**src/rtl/pipe_ctrl_pkg.sv**
```systemverilog
// Shared definitions for the pipeline controller: FSM state encodings,
// stall/flush bit positions and the canned stall/flush patterns.
// Optional feature macro used by pipe_ctrl: PIPE_CTRL_PERF_EN.
package pipe_ctrl_pkg;

  typedef enum logic [1:0] {
    ST_RUN       = 2'd0,
    ST_LU_STALL  = 2'd1,
    ST_HOLD      = 2'd2,
    ST_JUMP_PEND = 2'd3
  } state_t;

  // Bit positions inside stall_o
  localparam int STALL_PC     = 0;
  localparam int STALL_IF_ID  = 1;
  localparam int STALL_ID_EX  = 2;
  localparam int STALL_EX_MEM = 3;

  // Bit positions inside flush_o
  localparam int FLUSH_IF_ID = 0;
  localparam int FLUSH_ID_EX = 1;

  // Freeze every pipeline register
  localparam logic [3:0] STALL_ALL = 4'b1111;
  // Load-use: hold pc and if_id so the dependent instruction waits in ID
  localparam logic [3:0] STALL_LU  = 4'b0011;
  localparam logic [3:0] STALL_NONE = 4'b0000;

  // Redirect: squash both younger stages
  localparam logic [1:0] FLUSH_ALL  = 2'b11;
  // Load-use: bubble goes into id_ex while ID is held
  localparam logic [1:0] FLUSH_LU   = 2'b10;
  localparam logic [1:0] FLUSH_NONE = 2'b00;

  localparam logic [31:0] CNT_MAX = 32'hFFFF_FFFF;

endpackage

```
**src/rtl/pipe_ctrl_lu_hazard.sv**
```systemverilog
// Load-use hazard detector: flags when the load in EX writes a register
// that the instruction in ID actually reads. x0 never creates a hazard.
module lu_hazard
  import pipe_ctrl_pkg::*;
(
  input  logic       ex_mem_re,
  input  logic [4:0] ex_rd_addr,
  input  logic [4:0] rs1_addr,
  input  logic [4:0] rs2_addr,
  input  logic       rs1_re,
  input  logic       rs2_re,
  output logic       hazard
);

  logic rs1_hit;
  logic rs2_hit;

  assign rs1_hit = rs1_re && (rs1_addr == ex_rd_addr);
  assign rs2_hit = rs2_re && (rs2_addr == ex_rd_addr);
  assign hazard  = ex_mem_re && (ex_rd_addr != 5'd0) && (rs1_hit || rs2_hit);

endmodule

```
**src/rtl/pipe_ctrl.sv**
```systemverilog
// Pipeline hazard / redirect controller. Mealy outputs from a 4-state FSM
// plus a pending-jump register that parks a redirect arriving during a
// memory wait. Optional performance counters under PIPE_CTRL_PERF_EN.
module pipe_ctrl
  import pipe_ctrl_pkg::*;
#(
  parameter int ADDR_W = 32
) (
  input  logic              clk,
  input  logic              rst_n,
  input  logic              jump_en_i,
  input  logic [ADDR_W-1:0] jump_addr_i,
  input  logic              hold_flag_i,
  input  logic              ext_hold_i,
  input  logic [4:0]        id_rs1_addr_i,
  input  logic [4:0]        id_rs2_addr_i,
  input  logic              id_rs1_re_i,
  input  logic              id_rs2_re_i,
  input  logic [4:0]        ex_rd_addr_i,
  input  logic              ex_mem_re_i,
  output logic              jump_en_o,
  output logic [ADDR_W-1:0] jump_addr_o,
  output logic [3:0]        stall_o,
  output logic [1:0]        flush_o,
  output logic [1:0]        state_o,
  output logic [31:0]       stall_cnt_o,
  output logic [31:0]       flush_cnt_o
);

  state_t            state;
  state_t            next_state;
  logic [ADDR_W-1:0] pend_addr;
  logic [ADDR_W-1:0] next_pend;
  logic              lu_hit;

  lu_hazard u_lu_hazard (
    .ex_mem_re  (ex_mem_re_i),
    .ex_rd_addr (ex_rd_addr_i),
    .rs1_addr   (id_rs1_addr_i),
    .rs2_addr   (id_rs2_addr_i),
    .rs1_re     (id_rs1_re_i),
    .rs2_re     (id_rs2_re_i),
    .hazard     (lu_hit)
  );

  // State and pending-jump register
  always_ff @(posedge clk) begin
    if (!rst_n) begin
      state     <= ST_RUN;
      pend_addr <= '0;
    end else begin
      state     <= next_state;
      pend_addr <= next_pend;
    end
  end

  // Next state and Mealy outputs; everything forced quiet while in reset
  always_comb begin
    next_state  = state;
    next_pend   = pend_addr;
    jump_en_o   = 1'b0;
    jump_addr_o = '0;
    stall_o     = STALL_NONE;
    flush_o     = FLUSH_NONE;
    if (rst_n) begin
      unique case (state)
        ST_RUN, ST_LU_STALL: begin
          next_state = ST_RUN;
          if (ext_hold_i && jump_en_i) begin
            stall_o    = STALL_ALL;
            next_pend  = jump_addr_i;
            next_state = ST_JUMP_PEND;
          end else if (ext_hold_i || hold_flag_i) begin
            stall_o    = STALL_ALL;
            next_state = ST_HOLD;
          end else if (jump_en_i) begin
            jump_en_o   = 1'b1;
            jump_addr_o = jump_addr_i;
            flush_o     = FLUSH_ALL;
          end else if (lu_hit && (state == ST_RUN)) begin
            stall_o    = STALL_LU;
            flush_o    = FLUSH_LU;
            next_state = ST_LU_STALL;
          end
        end
        ST_HOLD: begin
          if (hold_flag_i) begin
            stall_o = STALL_ALL;
          end else if (ext_hold_i && jump_en_i) begin
            stall_o    = STALL_ALL;
            next_pend  = jump_addr_i;
            next_state = ST_JUMP_PEND;
          end else if (ext_hold_i) begin
            stall_o = STALL_ALL;
          end else begin
            next_state = ST_RUN;
            if (jump_en_i) begin
              jump_en_o   = 1'b1;
              jump_addr_o = jump_addr_i;
              flush_o     = FLUSH_ALL;
            end
          end
        end
        ST_JUMP_PEND: begin
          if (ext_hold_i) begin
            stall_o = STALL_ALL;
          end else begin
            jump_en_o   = 1'b1;
            jump_addr_o = pend_addr;
            flush_o     = FLUSH_ALL;
            next_state  = ST_RUN;
          end
        end
      endcase
    end
  end

  assign state_o = rst_n ? state : ST_RUN;

`ifdef PIPE_CTRL_PERF_EN
  logic [31:0] stall_cnt;
  logic [31:0] flush_cnt;

  // Saturating counters of stalled cycles and redirects
  always_ff @(posedge clk) begin
    if (!rst_n) begin
      stall_cnt <= '0;
      flush_cnt <= '0;
    end else begin
      if (stall_o[STALL_PC] && (stall_cnt != CNT_MAX)) stall_cnt <= stall_cnt + 32'd1;
      if (jump_en_o && (flush_cnt != CNT_MAX)) flush_cnt <= flush_cnt + 32'd1;
    end
  end

  assign stall_cnt_o = rst_n ? stall_cnt : '0;
  assign flush_cnt_o = rst_n ? flush_cnt : '0;
`else
  assign stall_cnt_o = '0;
  assign flush_cnt_o = '0;
`endif

endmodule
```
**config.mk**
```make
export PLATFORM = sky130hd
export DESIGN_NAME = pipe_ctrl
export DESIGN_NICKNAME = d
export VERILOG_FILES = /design/src/rtl/pipe_ctrl_pkg.sv /design/src/rtl/pipe_ctrl_lu_hazard.sv /design/src/rtl/pipe_ctrl.sv
export SDC_FILE = /design/constraint.sdc
export NUM_CORES = 1
export LEC_CHECK = 0
export BUFFER_PORTS_ARGS = -buffer_cell sky130_fd_sc_hd__buf_2
export CORE_UTILIZATION = 35
export DETAILED_ROUTE_END_ITERATION = 10
export HOLD_SLACK_MARGIN = 0.03
export PLACE_DENSITY = 0.7
export SYNTH_ARGS = -nofsm -noshare
export SYNTH_HDL_FRONTEND = slang
export SYNTH_SLANG_ARGS = --single-unit
```
**constraint.sdc**
```tcl
create_clock -name clk -period 1.5 [get_ports clk]
set_input_delay 0.075 -clock clk [delete_from_list [all_inputs] [get_ports clk]]
set_output_delay 0.075 -clock clk [all_outputs]
set_load 0.02 [all_outputs]
```
== Yosys cells after proc, flatten, opt, wreduce, memory -nomap -nowiden ==
Index checks and enable logic that the tools add are counted.

* Add/sub/neg operators: 0
* Multipliers: 0
* Div/mod/pow operators: 0
* $lt $le $gt $ge: 0
* Equality and inequality tests: 6
* Shift operators: 0
* Mux-type cells: 50
* Bitwise gates (word level): 0
* Reduce and logical (&&, ||, !) cells: 13

{| class="wikitable"
|+ Operators by type and width
! cell !! number
|-
| two-way mux 32 bit || 10
|-
| one-hot mux 32 bit (3 select lines) || 1
|-
| one-hot mux 32 bit (2 select lines) || 1
|-
| two-way mux 2 bit || 18
|-
| two-way mux 4 bit || 6
|-
| one-hot mux 2 bit (3 select lines) || 2
|-
| one-hot mux 4 bit (3 select lines) || 1
|-
| equality test 5 bit || 2
|-
| two-way mux 1 bit || 10
|-
| logical AND 1 bit || 6
|-
| nonzero test 5 bit || 1
|-
| equality test 2 bit, second input constant || 2
|-
| one-hot mux 1 bit (3 select lines) || 1
|-
| equality test 2 x 1 -> 1 bit, second input constant || 1
|-
| logical NOT 2 bit || 1
|-
| logical OR 1 bit || 2
|-
| != test 2 bit, second input constant || 1
|-
| AND reduction 2 bit || 1
|-
| nonzero test 2 bit || 1
|-
| OR reduction 2 bit || 1
|}

* Bits in registers: 34
* Bits in latches: 0
* RAM bits: 0
* Memory bits (read-only): 0
* Input port bits: 55
* Output and inout bits: 105
* Logic and storage cells: 71
* Memories kept: 0

== Logic depth before layout (Yosys ltp) ==
* Word-level depth: 11
* Gate-level depth with buffers: 7
* Gate-level depth less buffers: 4

== Hierarchy ==
A second synthesis with hierarchy kept.

* Cell total of the unflattened synthesis: 292
* Area total of the unflattened synthesis: 2374.8 µm²

{| class="wikitable"
|+ By module, submodules not included
! module !! instances !! cells each !! area an instance (µm²) !! sequential area each (µm²)
|-
| pipe_ctrl || 1 || 275 || 2240.9 || 680.7
|-
| lu_hazard || 1 || 17 || 133.9 || 0.0
|}

== Worst setup path before layout ==
OpenSTA, ideal clock, no wires.

* Kind: reg-to-output
* From: register state[1]
* To: output port stall_o[1]
* Data arrival time: 1.532 ns
* Required time: 1.425 ns
* Slack: -0.107 ns
* Stages on the path, launching flop included: 7
* Buffers on the path: 2
* Cells stage by stage: dfxtp_1 > buf_6 > nor2_1 > o211ai_1 > or3_1 > o22ai_1 > buf_4

* Longest elaborated chain between the ends: 8
* Elaborated cells on any way between the ends: 12
* Classes of those cells: eq/ne (3); mux (6); reduce/logical (3)

{| class="wikitable"
|+ RTL lines
! element !! line !! RTL
|-
| from (decl) || pipe_ctrl.sv:30 || <nowiki>state_t state;</nowiki>
|-
| from (signal assigned) || pipe_ctrl.sv:52 || <nowiki>state <= next_state;</nowiki>
|-
| logical NOT 2 bit || pipe_ctrl.sv:66, pipe_ctrl.sv:80 ||
|-
| logical AND 1 bit || pipe_ctrl.sv:80 || <nowiki>end else if (lu_hit && (state == ST_RUN)) begin</nowiki>
|-
| two-way mux 2 bit || pipe_ctrl.sv:80 ||
|-
| two-way mux 2 bit || pipe_ctrl.sv:76 || <nowiki>end else if (jump_en_i) begin</nowiki>
|-
| two-way mux 4 bit || pipe_ctrl.sv:73 || <nowiki>end else if (ext_hold_i || hold_flag_i) begin</nowiki>
|-
| two-way mux 4 bit || pipe_ctrl.sv:69 || <nowiki>if (ext_hold_i && jump_en_i) begin</nowiki>
|-
| one-hot mux 4 bit (3 select lines) (*) || pipe_ctrl.sv:66 || <nowiki>unique case (state)</nowiki>
|-
| two-way mux 4 bit (*) || pipe_ctrl.sv:65 || <nowiki>if (rst_n) begin</nowiki>
|-
| to (decl) || pipe_ctrl.sv:23 || <nowiki>output logic [3:0] stall_o,</nowiki>
|}

Mark *: on every way between the ends. The rest lies on a longest branch, timed or not.

== Worst setup path after layout ==
* From: register state[0]
* To: output port jump_addr_o[20]

* Longest elaborated chain between the ends: 4
* Elaborated cells on any way between the ends: 7
* Classes of those cells: eq/ne (3); mux (2); reduce/logical (2)

{| class="wikitable"
|+ RTL lines
! element !! line !! RTL
|-
| equality test 2 x 1 -> 1 bit / logical NOT 2 bit (equally long branches) || pipe_ctrl.sv:66 ||
|-
| OR reduction 2 bit || pipe_ctrl.sv:66 ||
|-
| one-hot mux 32 bit (3 select lines) (*) || pipe_ctrl.sv:66 ||
|-
| two-way mux 32 bit (*) || pipe_ctrl.sv:65 ||
|-
| to (decl) || pipe_ctrl.sv:22 || <nowiki>output logic [ADDR_W-1:0] jump_addr_o,</nowiki>
|}

Marked as above.

==> impl_metrics.ini <==
[run_status]
run_status = finished with violations
violations_in_the_final_reports = negative setup slack

[floorplan]
initial_utilization = 0.366
fp.dieW_um = 86.6
num_rows = 30
boundaryPins = 160
fp.dieH_um = 86.6
placeableCoreArea_sq_mm = 0.00683
fp.dieArea_sq_mm = 0.00749

[drt]
route.detailed.wl_per_inst_um = 11.4
wl_met3_um = 371
drtAntennaViolNets = 0
drc_errors = 0
initialDrtViolationCount = 74
highest_layer = met4
wl_met1_mm = 2.45
dr_total_vias = 2370
drt-pass1-iter-count = 4
totalWireLength_mm = 5.99
post_drt_via_cell_ratio = 4.52
wl_met2_mm = 3.09

[synthesis]
syn_area_per_cell_sq_um = 7.63
yosysWarnings = 0
synth_edf_count = 0
postSynthCellCount = 328
mappedNetlistArea_sq_mm = 0.00250
asyncSetResetFlopFracSynth = 0
synth_cell_types = 32
synth.ff_latch_count = 34
synth-main-ff-cell = sky130_fd_sc_hd__dfxtp_1
seq_area_frac_synth = 0.272

[timing]
hold_violations = 0
fin_crit_share = 1.10
fin_ws_ps = -153
setup_total_negative_slack_ps = -4100
hold_slack_ps = 38.0
relSlewSlack = 0.639
final-max-slew-violation-count = 0
grt_setup_unrepaired = true
finalWorstPathRequiredPeriod_ps = 1650
post_route_clock_skew_ps = 12.7
setup_viol_count_final = 35
fmax_mhz = 605
max_slew.worst_pin.slew_ps = 541

[critical_path]
critical_path_class = register to output port
worstSetupEndpointType = output port
worstPathArrival_ps = 1580
worstPathRequired_ps = 1420
critical_path.slowest_cell = sky130_fd_sc_hd__dfxtp_4
worstPathCellList = nand2_2 > and3_4 > buf_12 > a22oi_1 > nor2b_1 > buf_4
crit_path_start_kind = register
highest_fanout_seen_on_the_critical_path = 15
timing.critical_path.slowest_cell_delay_ps = 380

[clock_tree]
tritoncts = yes
clockRootBuffer = sky130_fd_sc_hd__clkbuf_8
clkSlewWorstSetupHoldPaths_ps = 80
clk_path_buf_depth = 2
post_cts_hold_buffer_count = 0
cts_inserted_buffers = 5
worstSkewPairLatency_ps = 290
cts_num_sinks = 34
htree_levels = 2

[global_route]
grt_antenna_before_repair = 0
global_route.usage.total = 0.152
first_pass_grt_wire_length_mm = 9.10
first_global_vias = 2076
grt_start_max_net_pins = 36
grt-ovfl-total = 0

[place]
place_worst_setup_slack_ps = 42.8
numPortBuffers = 95
place.detailed.instances = 505
dp_hpwl_mm = 4.01
gp_congestion = 0.741

[finish]
diodes = 0
nFillCells = 687
finalNetCount = 482
final_util = 0.496
final-instance-count-excl-fill = 524
post_route_cells_drive_above_1_share = 0.367
synthToLayoutAreaGrowth_pct = 35.4

[hold_path]
hold_wc_path_type = input pin to register

[power]
power_density_mw_per_mm2 = 775
static-leakage-power_nw = 1.45
power.ir.vdd_worst_uv = 408

[run]
maxCapViolCount = 0
registers in the layout, indices dropped and copies added, names as in the netlist:
register   flops
pend_addr     32
state          2
critical path: cells and delay by family, from the launching register on:
family	cells	cell delay [ps]
AND/OR/NAND/NOR	3	490
flip-flops	1	380
AO/OA/AOI/OAI	1	100
buffers and inverters	2	320
path summary, 6_finish.rpt:
check / startpoint / end / cells past startpoint / slack (ps)
min reg2reg: pend_addr[4] / pend_addr[4] / 2 / 460
max: state[0] / jump_addr_o[20] / 6 / -150
max reg2reg: state[1] / state[0] / 5 / 50
min: jump_addr_i[30] / pend_addr[30] / 3 / 40
per-layer routing:
metal,track usage,up-vias
met5,0,-
met4,0.0470,0
met3,0.0286,9
met2,0.279,106
met1,0.179,1099
li1,-,1156
cells in the mapped netlist, drive strengths merged (2+ instances only):
master,instances,area [sq um]
a21boi,32,240
a22oi,32,240
and2,3,18.8
and3,2,12.5
buf,79,576
clkbuf,10,37.5
dfxtp,34,681
nand2,67,251
nand3,2,10.0
nor2,6,22.5
nor2b,33,206
nor4,2,12.5
o21ai,3,15.0
or4,2,15.0
xnor2,2,17.5
xor2,8,70.1
through the flow:
| step | area (sq um) | total power, mW |
|---|---|---|
| after floorplan | 2750 | 1.50 |
| after global placement | 2820 | 1.53 |
| after detailed placement | 2820 | 1.53 |
| after CTS | 3260 | 2.62 |
| after global routing | 3390 | 2.76 |
| final | 3390 | 2.63 |
layout make-up:
| cell class | instances | area (sq um) | share of cell area |
|---|---|---|---|
| Clock inverter | 3 | 68.8 | 0.0203 |
| Multi-Input combinational cell | 268 | 1610 | 0.475 |
| Timing Repair Buffer | 118 | 833 | 0.246 |
| Clock buffer | 5 | 68.8 | 0.0203 |
| Tap cell | 96 | 120 | 0.0354 |
| Sequential cell | 34 | 688 | 0.203 |
cells in the final DEF, fill, tap and decap left out, drive strengths merged:
cell type	instances
buf	118
nand2	67
conb	64
dfxtp	34
nor2b	33
a21boi	32
a22oi	32
xor2	8
nor2	6
clkbuf	5
and2	3
o21ai	3
nor4	2
xnor2	2
or4	2
nand3	2
bufinv	2
and3	2
nand2b	1
nor3	1
a32oi	1
o211ai	1
or3	1
o22ai	1
o21a	1
a211o	1
o21bai	1
a22o	1
clkinv	1
where the power goes:
group	total (mW)	internal (mW)	leakage (nW)	switching (mW)
Sequential	0.975	0.945	0.279	0.0307
Clock	1.02	0.666	0.0683	0.351
Combinational	0.633	0.239	1.10	0.394
Total	2.63	1.85	1.45	0.776
timing repair:
item                                    in CTS  in global routing
pin swaps                                    1                  5
buffers inserted                             9                  2
resized for setup                           65                 28
endpoints found under the setup margin      39                 60
cloned                                       0                  1
logic make-up (layout without fill, tap and decap cells):
kind of cell           count (synthesis)  after routing  share of synthesized area
flip-flops                            34             34                      0.272
buffers and inverters                 89            126                      0.245
XOR/XNOR                              10             10                     0.0350
AO/OA/AOI/OAI                         74             74                      0.220
AND/OR/NAND/NOR                      120            120                      0.226
other                                  1             64                    0.00150
(Power assumes the default switching activity.)
